--- config.mk ---
export PLATFORM = sky130hd
export DESIGN_NAME = ob_ingress_arb_flat
export DESIGN_NICKNAME = d
export VERILOG_FILES = /design/src/rtl/ob_ingress_arb_pkg.sv /design/src/rtl/ob_ingress_arb_if.sv /design/src/rtl/ob_ingress_arb_port_q.sv /design/src/rtl/ob_ingress_arb.sv /design/src/flat_wrapper.sv
export SDC_FILE = /design/constraint.sdc
export NUM_CORES = 1
export LEC_CHECK = 0
export ABC_AREA = 1
export BUFFER_PORTS_ARGS = -buffer_cell sky130_fd_sc_hd__buf_2
export CAP_MARGIN = 15
export CORE_ASPECT_RATIO = 0.5
export CORE_UTILIZATION = 46
export CTS_CLUSTER_DIAMETER = 60
export DETAILED_ROUTE_END_ITERATION = 10
export PLACE_DENSITY = 0.67
export RECOVER_POWER = 100
export SYNTH_ARGS = -nofsm -noshare
export SYNTH_HDL_FRONTEND = slang
export SYNTH_HIERARCHICAL = 1
export SYNTH_SLANG_ARGS = --single-unit
--- constraint.sdc ---
create_clock -name clk -period 5.95 [get_ports clk]
set_input_delay 1.785 -clock clk [delete_from_list [all_inputs] [get_ports clk]]
set_output_delay 1.785 -clock clk [all_outputs]
set_load 0.01 [all_outputs]
--- src/rtl/ob_ingress_arb_pkg.sv ---
// Shared order-book types: command word, port-tagged command, port-count limits.
// Latency: n/a (types and constants only).
// Backpressure: n/a.
package ob_ingress_arb_pkg;

    localparam int OB_INGRESS_P_MAX = 16;

    typedef struct packed {
        logic [1:0]  op;
        logic        side;
        logic [7:0]  id;
        logic [15:0] price;
        logic [11:0] qty;
    } cmd_t;

    // Command tagged with the ingress port it arrived on, consumed by ob_cntrl.
    typedef struct packed {
        logic [$clog2(OB_INGRESS_P_MAX)-1:0] port;
        cmd_t                                cmd;
    } ob_tagged_cmd_t;

    // Port index width; a single-port build still carries a 1-bit port field.
    function automatic int port_w(input int p);
        return (p > 1) ? $clog2(p) : 1;
    endfunction

endpackage

--- src/rtl/ob_ingress_arb_if.sv ---
// Ingress bundle: per-port push/flush/status plus the arbitrated command output.
// Latency: n/a (wiring only).
// Backpressure: cmd_full_r per port toward sources, cmd_out_pop from the consumer.
interface ob_ingress_arb_if #(
    parameter int P = 4,
    parameter int N = 4
) ();
    import ob_ingress_arb_pkg::*;

    localparam int OW = $clog2(N + 1);
    localparam int PW = port_w(P);

    logic [P-1:0]          cmd_vld_r;
    cmd_t [P-1:0]          cmd_r;
    logic [P-1:0]          cmd_full_r;
    logic [P-1:0]          flush;
    logic                  cmd_out_vld;
    cmd_t                  cmd_out;
    logic [PW-1:0]         cmd_out_port;
    logic                  cmd_out_pop;
    logic [P-1:0][OW-1:0]  occ_r;
    logic [P-1:0]          ovfl_r;
    logic                  ovfl_clr;

    modport master (
        output cmd_vld_r, cmd_r, flush, cmd_out_pop, ovfl_clr,
        input  cmd_full_r, cmd_out_vld, cmd_out, cmd_out_port, occ_r, ovfl_r
    );

    modport slave (
        input  cmd_vld_r, cmd_r, flush, cmd_out_pop, ovfl_clr,
        output cmd_full_r, cmd_out_vld, cmd_out, cmd_out_port, occ_r, ovfl_r
    );

endinterface

--- src/rtl/ob_ingress_arb_port_q.sv ---
// One ingress port FIFO: N x cmd_t with occupancy, registered full, sticky overflow, flush.
// Latency: head visible the cycle after the push edge (no output register).
// Backpressure: full_r registered from next occupancy; pushes into a full FIFO without a pop are dropped.
module ob_ingress_arb_port_q
    import ob_ingress_arb_pkg::*;
#(
    parameter  int N    = 4,
    parameter  int SKID = 1,
    localparam int AW   = $clog2(N),
    localparam int OW   = $clog2(N + 1)
) (
    input  logic          clk,
    input  logic          rst,
    input  logic          push,
    input  cmd_t          push_dat,
    input  logic          pop,
    input  logic          flush,
    input  logic          ovfl_clr,
    output cmd_t          head,
    output logic [OW-1:0] occ,
    output logic          full_r,
    output logic          ovfl_r
);

    cmd_t          mem [N];
    logic [AW-1:0] wr_ptr;
    logic [AW-1:0] rd_ptr;
    logic          pop_ok;
    logic          is_full;
    logic          push_ok;
    logic          ovfl_set;
    logic [OW-1:0] occ_next;

    // Flush voids both push and pop; a full FIFO still takes a push when it is popped the same cycle.
    always_comb begin
        pop_ok   = pop && !flush && (occ != '0);
        is_full  = (occ == OW'(N));
        push_ok  = push && !flush && (!is_full || pop_ok);
        ovfl_set = push && !flush && is_full && !pop_ok;
        occ_next = flush ? '0 : (occ + OW'(push_ok) - OW'(pop_ok));
    end

    // Pointer, occupancy and status state; overflow set wins over a same-cycle clear.
    always_ff @(posedge clk or posedge rst) begin
        if (rst) begin
            wr_ptr <= '0;
            rd_ptr <= '0;
            occ    <= '0;
            full_r <= 1'b0;
            ovfl_r <= 1'b0;
        end else begin
            occ    <= occ_next;
            full_r <= (occ_next >= OW'(N - SKID));
            ovfl_r <= ovfl_set | (ovfl_r & ~ovfl_clr);
            if (flush) begin
                wr_ptr <= '0;
                rd_ptr <= '0;
            end else begin
                if (push_ok) wr_ptr <= wr_ptr + 1'b1;
                if (pop_ok)  rd_ptr <= rd_ptr + 1'b1;
            end
        end
    end

    // Storage write; contents are meaningless while occ is zero, so no reset.
    always_ff @(posedge clk) begin
        if (push_ok) mem[wr_ptr] <= push_dat;
    end

    assign head = mem[rd_ptr];

endmodule

--- src/rtl/ob_ingress_arb.sv ---
// Multi-port command ingress: P per-port FIFOs feeding a round-robin arbiter toward ob_cntrl.
// Latency: zero from FIFO head to cmd_out (grant is combinational from registered occupancy).
// Backpressure: per-port registered cmd_full_r; output held until cmd_out_pop.
module ob_ingress_arb
    import ob_ingress_arb_pkg::*;
#(
    parameter int P    = 4,
    parameter int N    = 4,
    parameter int SKID = 1
) (
    input  logic             clk,
    input  logic             rst,
    ob_ingress_arb_if.slave  io
);

    localparam int PW = port_w(P);

    logic [PW-1:0] rr_ptr;
    logic [PW-1:0] grant;
    logic          found;
    logic [P-1:0]  ne;
    logic [P-1:0]  pop_vec;
    cmd_t          heads [P];

    for (genvar i = 0; i < P; i++) begin : g_port
        ob_ingress_arb_port_q #(
            .N    (N),
            .SKID (SKID)
        ) u_q (
            .clk      (clk),
            .rst      (rst),
            .push     (io.cmd_vld_r[i]),
            .push_dat (io.cmd_r[i]),
            .pop      (pop_vec[i]),
            .flush    (io.flush[i]),
            .ovfl_clr (io.ovfl_clr),
            .head     (heads[i]),
            .occ      (io.occ_r[i]),
            .full_r   (io.cmd_full_r[i]),
            .ovfl_r   (io.ovfl_r[i])
        );
        assign ne[i] = (io.occ_r[i] != '0);
    end

    // First non-empty port at or after rr_ptr, wrapping upward.
    always_comb begin
        grant = '0;
        found = 1'b0;
        for (int k = 0; k < P; k++) begin
            if (!found && ne[(int'(rr_ptr) + k) % P]) begin
                grant = PW'((int'(rr_ptr) + k) % P);
                found = 1'b1;
            end
        end
    end

    // Route the consumer's pop to the granted port only; a pop with nothing presented does nothing.
    always_comb begin
        pop_vec = '0;
        if (io.cmd_out_pop && found) pop_vec[grant] = 1'b1;
    end

    // Round-robin pointer moves past the granted port on an effective pop; a flushed grant leaves it put.
    always_ff @(posedge clk or posedge rst) begin
        if (rst) begin
            rr_ptr <= '0;
        end else if (io.cmd_out_pop && found && !io.flush[grant]) begin
            rr_ptr <= (grant == PW'(P - 1)) ? '0 : grant + 1'b1;
        end
    end

    assign io.cmd_out_vld  = found;
    assign io.cmd_out_port = grant;
    assign io.cmd_out      = found ? heads[grant] : '0;

    pop_without_vld: assert property (@(posedge clk) disable iff (rst)
        !(io.cmd_out_pop && !io.cmd_out_vld));

endmodule

--- src/flat_wrapper.sv ---
// flat-port wrapper written by rule: the top's interface ports become plain ports
module ob_ingress_arb_flat import ob_ingress_arb_pkg::*;
#(
    parameter int P    = 4,
    parameter int N    = 4,
    parameter int SKID = 1
)
  (clk, rst, io_cmd_vld_r, io_cmd_r, io_flush, io_cmd_out_pop, io_ovfl_clr, io_cmd_full_r, io_cmd_out_vld, io_cmd_out, io_cmd_out_port, io_occ_r, io_ovfl_r);
  ob_ingress_arb_if #(.P(P), .N(N)) io_i ();
  input  logic clk;
  input  logic rst;
  input wire logic [$bits(io_i.cmd_vld_r)-1:0] io_cmd_vld_r;
  input wire logic [$bits(io_i.cmd_r)-1:0] io_cmd_r;
  input wire logic [$bits(io_i.flush)-1:0] io_flush;
  input wire logic [$bits(io_i.cmd_out_pop)-1:0] io_cmd_out_pop;
  input wire logic [$bits(io_i.ovfl_clr)-1:0] io_ovfl_clr;
  output wire logic [$bits(io_i.cmd_full_r)-1:0] io_cmd_full_r;
  output wire logic [$bits(io_i.cmd_out_vld)-1:0] io_cmd_out_vld;
  output wire logic [$bits(io_i.cmd_out)-1:0] io_cmd_out;
  output wire logic [$bits(io_i.cmd_out_port)-1:0] io_cmd_out_port;
  output wire logic [$bits(io_i.occ_r)-1:0] io_occ_r;
  output wire logic [$bits(io_i.ovfl_r)-1:0] io_ovfl_r;
  assign io_i.cmd_vld_r = io_cmd_vld_r;
  assign io_i.cmd_r = io_cmd_r;
  assign io_i.flush = io_flush;
  assign io_i.cmd_out_pop = io_cmd_out_pop;
  assign io_i.ovfl_clr = io_ovfl_clr;
  assign io_cmd_full_r = io_i.cmd_full_r;
  assign io_cmd_out_vld = io_i.cmd_out_vld;
  assign io_cmd_out = io_i.cmd_out;
  assign io_cmd_out_port = io_i.cmd_out_port;
  assign io_occ_r = io_i.occ_r;
  assign io_ovfl_r = io_i.ovfl_r;
  ob_ingress_arb #(.P(P), .N(N), .SKID(SKID)) u_core (.clk(clk), .rst(rst), .io(io_i));
endmodule
==> results.py <==
metrics = {
    "outcome": {
        "outcome": "finished with violations",
        "violations": "capacitance limit",
    },
    "power_and_ir_drop": {
        "leakage_nw": 10.6,
        "powerDensity_nw_per_um2": 518,
        "ir_drop_v": 0.000558,
    },
    "detailed_routing": {
        "antenna_left": 0,
        "dr.pass1.iters": 6,
        "num_vias": 17900,
        "wl_microns": 67300,
        "drt_iter0_drc": 1934,
        "routedWlPerCell_microns": 21.0,
        "detail_route.vias_per_cell": 5.58,
        "drc": 0,
    },
    "die": {
        "start_util": 0.471,
        "dieHeight_microns": 174,
        "fp.dieW_microns": 346,
        "rows": 62,
        "num_io_pins": 230,
        "die_area_sq_um": 60300,
        "core-area_sq_um": 57900,
    },
    "setup_path": {
        "critPathKind": "reg -> out",
        "crit_path_max_incr_delay_ps": 730,
        "arrival_ps": 3940,
        "slowest_stage": "nand2_2",
        "crit_chain": "nor2_1 -> nand3_1 -> nand3_1 -> nand2_1 -> nor2_1 -> nand4_1 -> nand2_2 -> buf_4 -> o211ai_1 -> a21oi_1 -> clkbuf_1",
        "critPathMaxFanout": 45,
        "crit_required_ps": 4160,
        "cp-end-kind": "primary output",
        "worstSetupStartpointType": "flip-flop",
    },
    "global_routing": {
        "grt_use_total": 0.218,
        "grt_pass1_vias": 16300,
        "overflow": 0,
        "grt_first_pass_wirelength_microns": 99800,
        "antenna_found_initial": 14,
        "grt_start_max_net_pins": 82,
    },
    "sta": {
        "slew_violations": 0,
        "skew_ps": 17.3,
        "rsz0062_at_grt": "no",
        "max_freq_mhz": 175,
        "fin_crit_ps": 5730,
        "max-slew-margin-rel": 0.00167,
        "hold_viol": 0,
        "timing.final.crit_share": 0.962,
        "setup_viol_count_final": 0,
        "worst_pin_slew_ps": 1490,
        "tns_ps": 0,
        "whs_ps": 547,
    },
    "yosys": {
        "avgSynthCellArea_sq_um": 12.5,
        "syn-num-nets": 2385,
        "synth_cell_types": 28,
        "yosys_warnings": 6,
        "synth_area_sq_um": 27300,
        "yosysSeqAreaShare": 0.722,
        "syn_inst": 2185,
        "ys_seq_elements": 662,
    },
    "cells_and_area": {
        "layout-drive-gt1-share": 0.0702,
        "fin_area_sq_um": 30400,
        "area_delta_synth_final_pct": 11.5,
        "fillCellCount": 4918,
        "final_nets": 2578,
    },
    "clocking": {
        "clkSlewWorstSetupHoldPaths_ps": 60,
        "clockBufferDepth": 3,
        "htree_levels": 2,
        "cts_tree": "done",
        "hold_buffers": 0,
        "cts_buffers": 58,
        "cts.sinks": 662,
        "cts_setup_buffers": 0,
        "clock_latency_ps": 600,
        "clockRootBuffer": "clkbuf_16",
        "postCtsResizedCells": 0,
    },
    "place": {
        "port_buffers": 229,
        "place_congestion": 0.880,
        "dp_hpwl_microns": 42800,
        "placed_area_sq_um": 29000,
    },
    "hold_path": {
        "min-delay-path-class": "reg -> reg",
    },
    "flow_run": {
        "maxCapViolations": 1,
    },
}
flip-flops by register name, indices dropped and copies added, names as in the netlist:
register / flops
u_core/g_port.u_q/full_r: 4
u_core/g_port.u_q/ovfl_r: 4
u_core/g_port.u_q/wr_ptr: 8
u_core/rr_ptr: 2
u_core/g_port.u_q/rd_ptr: 8
u_core/g_port.u_q/occ: 12
u_core/g_port.u_q/mem: 624
layer usage:
metal / track usage / part of all wire / up-vias
met5: 0 / 0.0010 / -
met4: 0.0517 / 0.018 / 10
met3: 0.0423 / 0.085 / 96
met2: 0.338 / 0.47 / 635
met1: 0.317 / 0.43 / 8835
li1: - / - / 8285
where the power goes:
group	total [W]	leakage, nW	internal (W)	switching [W]
sequential	0.00571	6.17	0.00548	0.000233
clock	0.00364	0.885	0.00202	0.00162
combinational	0.00642	3.54	0.00182	0.00461
cell usage after synthesis, drive strengths merged:
library cell,n,area [sq um]
dfrtp,38,951
a21oi,40,200
nand2,124,490
xor2,4,35.0
nand3,61,330
o21ai,352,1760
edfxtp,624,18700
fa,4,80.1
buf,94,642
inv,141,552
nand3b,1,7.51
clkbuf,36,165
o22ai,160,1000
nand4,7,43.8
o211ai,39,293
nor2,432,1630
ha,28,350
worst max-delay path: cells and delay by family (launching register included):
family,cells,cell delay (ps)
compound gates,2,480
buf+inv,2,560
flops,1,440
simple gates,7,1810
path summary, 6_finish.rpt:
kind | slack [ps] | startpoint | to | cells past startpoint
worst max register to register | 350 | u_core/g_port[0].u_q/occ[1]$_DFF_PP0_ | u_core/g_port[1].u_q/mem[3][10]$_DFFE_PP_ | 19
max in group asynchronous | 4310 | rst | u_core/g_port[1].u_q/rd_ptr[0]$_DFFE_PP0P_ | 2
worst min-delay path | 550 | u_core/g_port[1].u_q/ovfl_r$_DFF_PP0_ | u_core/g_port[1].u_q/ovfl_r$_DFF_PP0_ | 2
worst min register to register | 550 | u_core/g_port[1].u_q/ovfl_r$_DFF_PP0_ | u_core/g_port[1].u_q/ovfl_r$_DFF_PP0_ | 2
worst max-delay path | 220 | u_core/g_port[0].u_q/occ[1]$_DFF_PP0_ | io_cmd_out[13] | 11
min in group asynchronous | 1180 | rst | u_core/rr_ptr[1]$_DFFE_PP0P_ | 2
placed cells by master (no fill, tap or decap), drive strengths merged, types with 28 or more instances in the layout:
cell and instances:
o22ai 160, buf 29, o211ai 39, nor2 432, dfrtp 38, edfxtp 624, o21ai 352, a21oi 40
ha 28, nand3 61, inv 142, nand2 124, clkbuf 306
final cells by class:
cell class | instances | area, sq um | area share
Antenna cell | 9 | 22.5 | 0.000741
Clock buffer | 72 | 1560 | 0.0511
Clock inverter | 32 | 255 | 0.00839
Inverter | 141 | 552 | 0.0181
Multi-Input combinational cell | 1252 | 6280 | 0.207
Sequential cell | 662 | 19700 | 0.648
Tap cell | 768 | 961 | 0.0316
Timing Repair Buffer | 263 | 1090 | 0.0358
through the flow:
stage,power [W],cells,utilization,setup slack [ps]
finish,0.0158,3199,0.525,223
CTS,0.0160,3190,0.531,318
floorplan,0.0100,2185,-,1360
global route,0.0165,3197,0.525,28.9
global placement,0.0123,3086,0.500,996
detailed placement,0.0123,3086,0.500,956
cells by family after synthesis:
kind of cell / share of synthesized area
AND/OR/NAND/NOR: 0.0917
adder cells (fa/ha/maj): 0.0158
flip-flops: 0.722
buffers and inverters: 0.0498
XOR/XNOR: 0.00128
AO/OA/AOI/OAI: 0.119
Power figures use the tool's default switching activity.
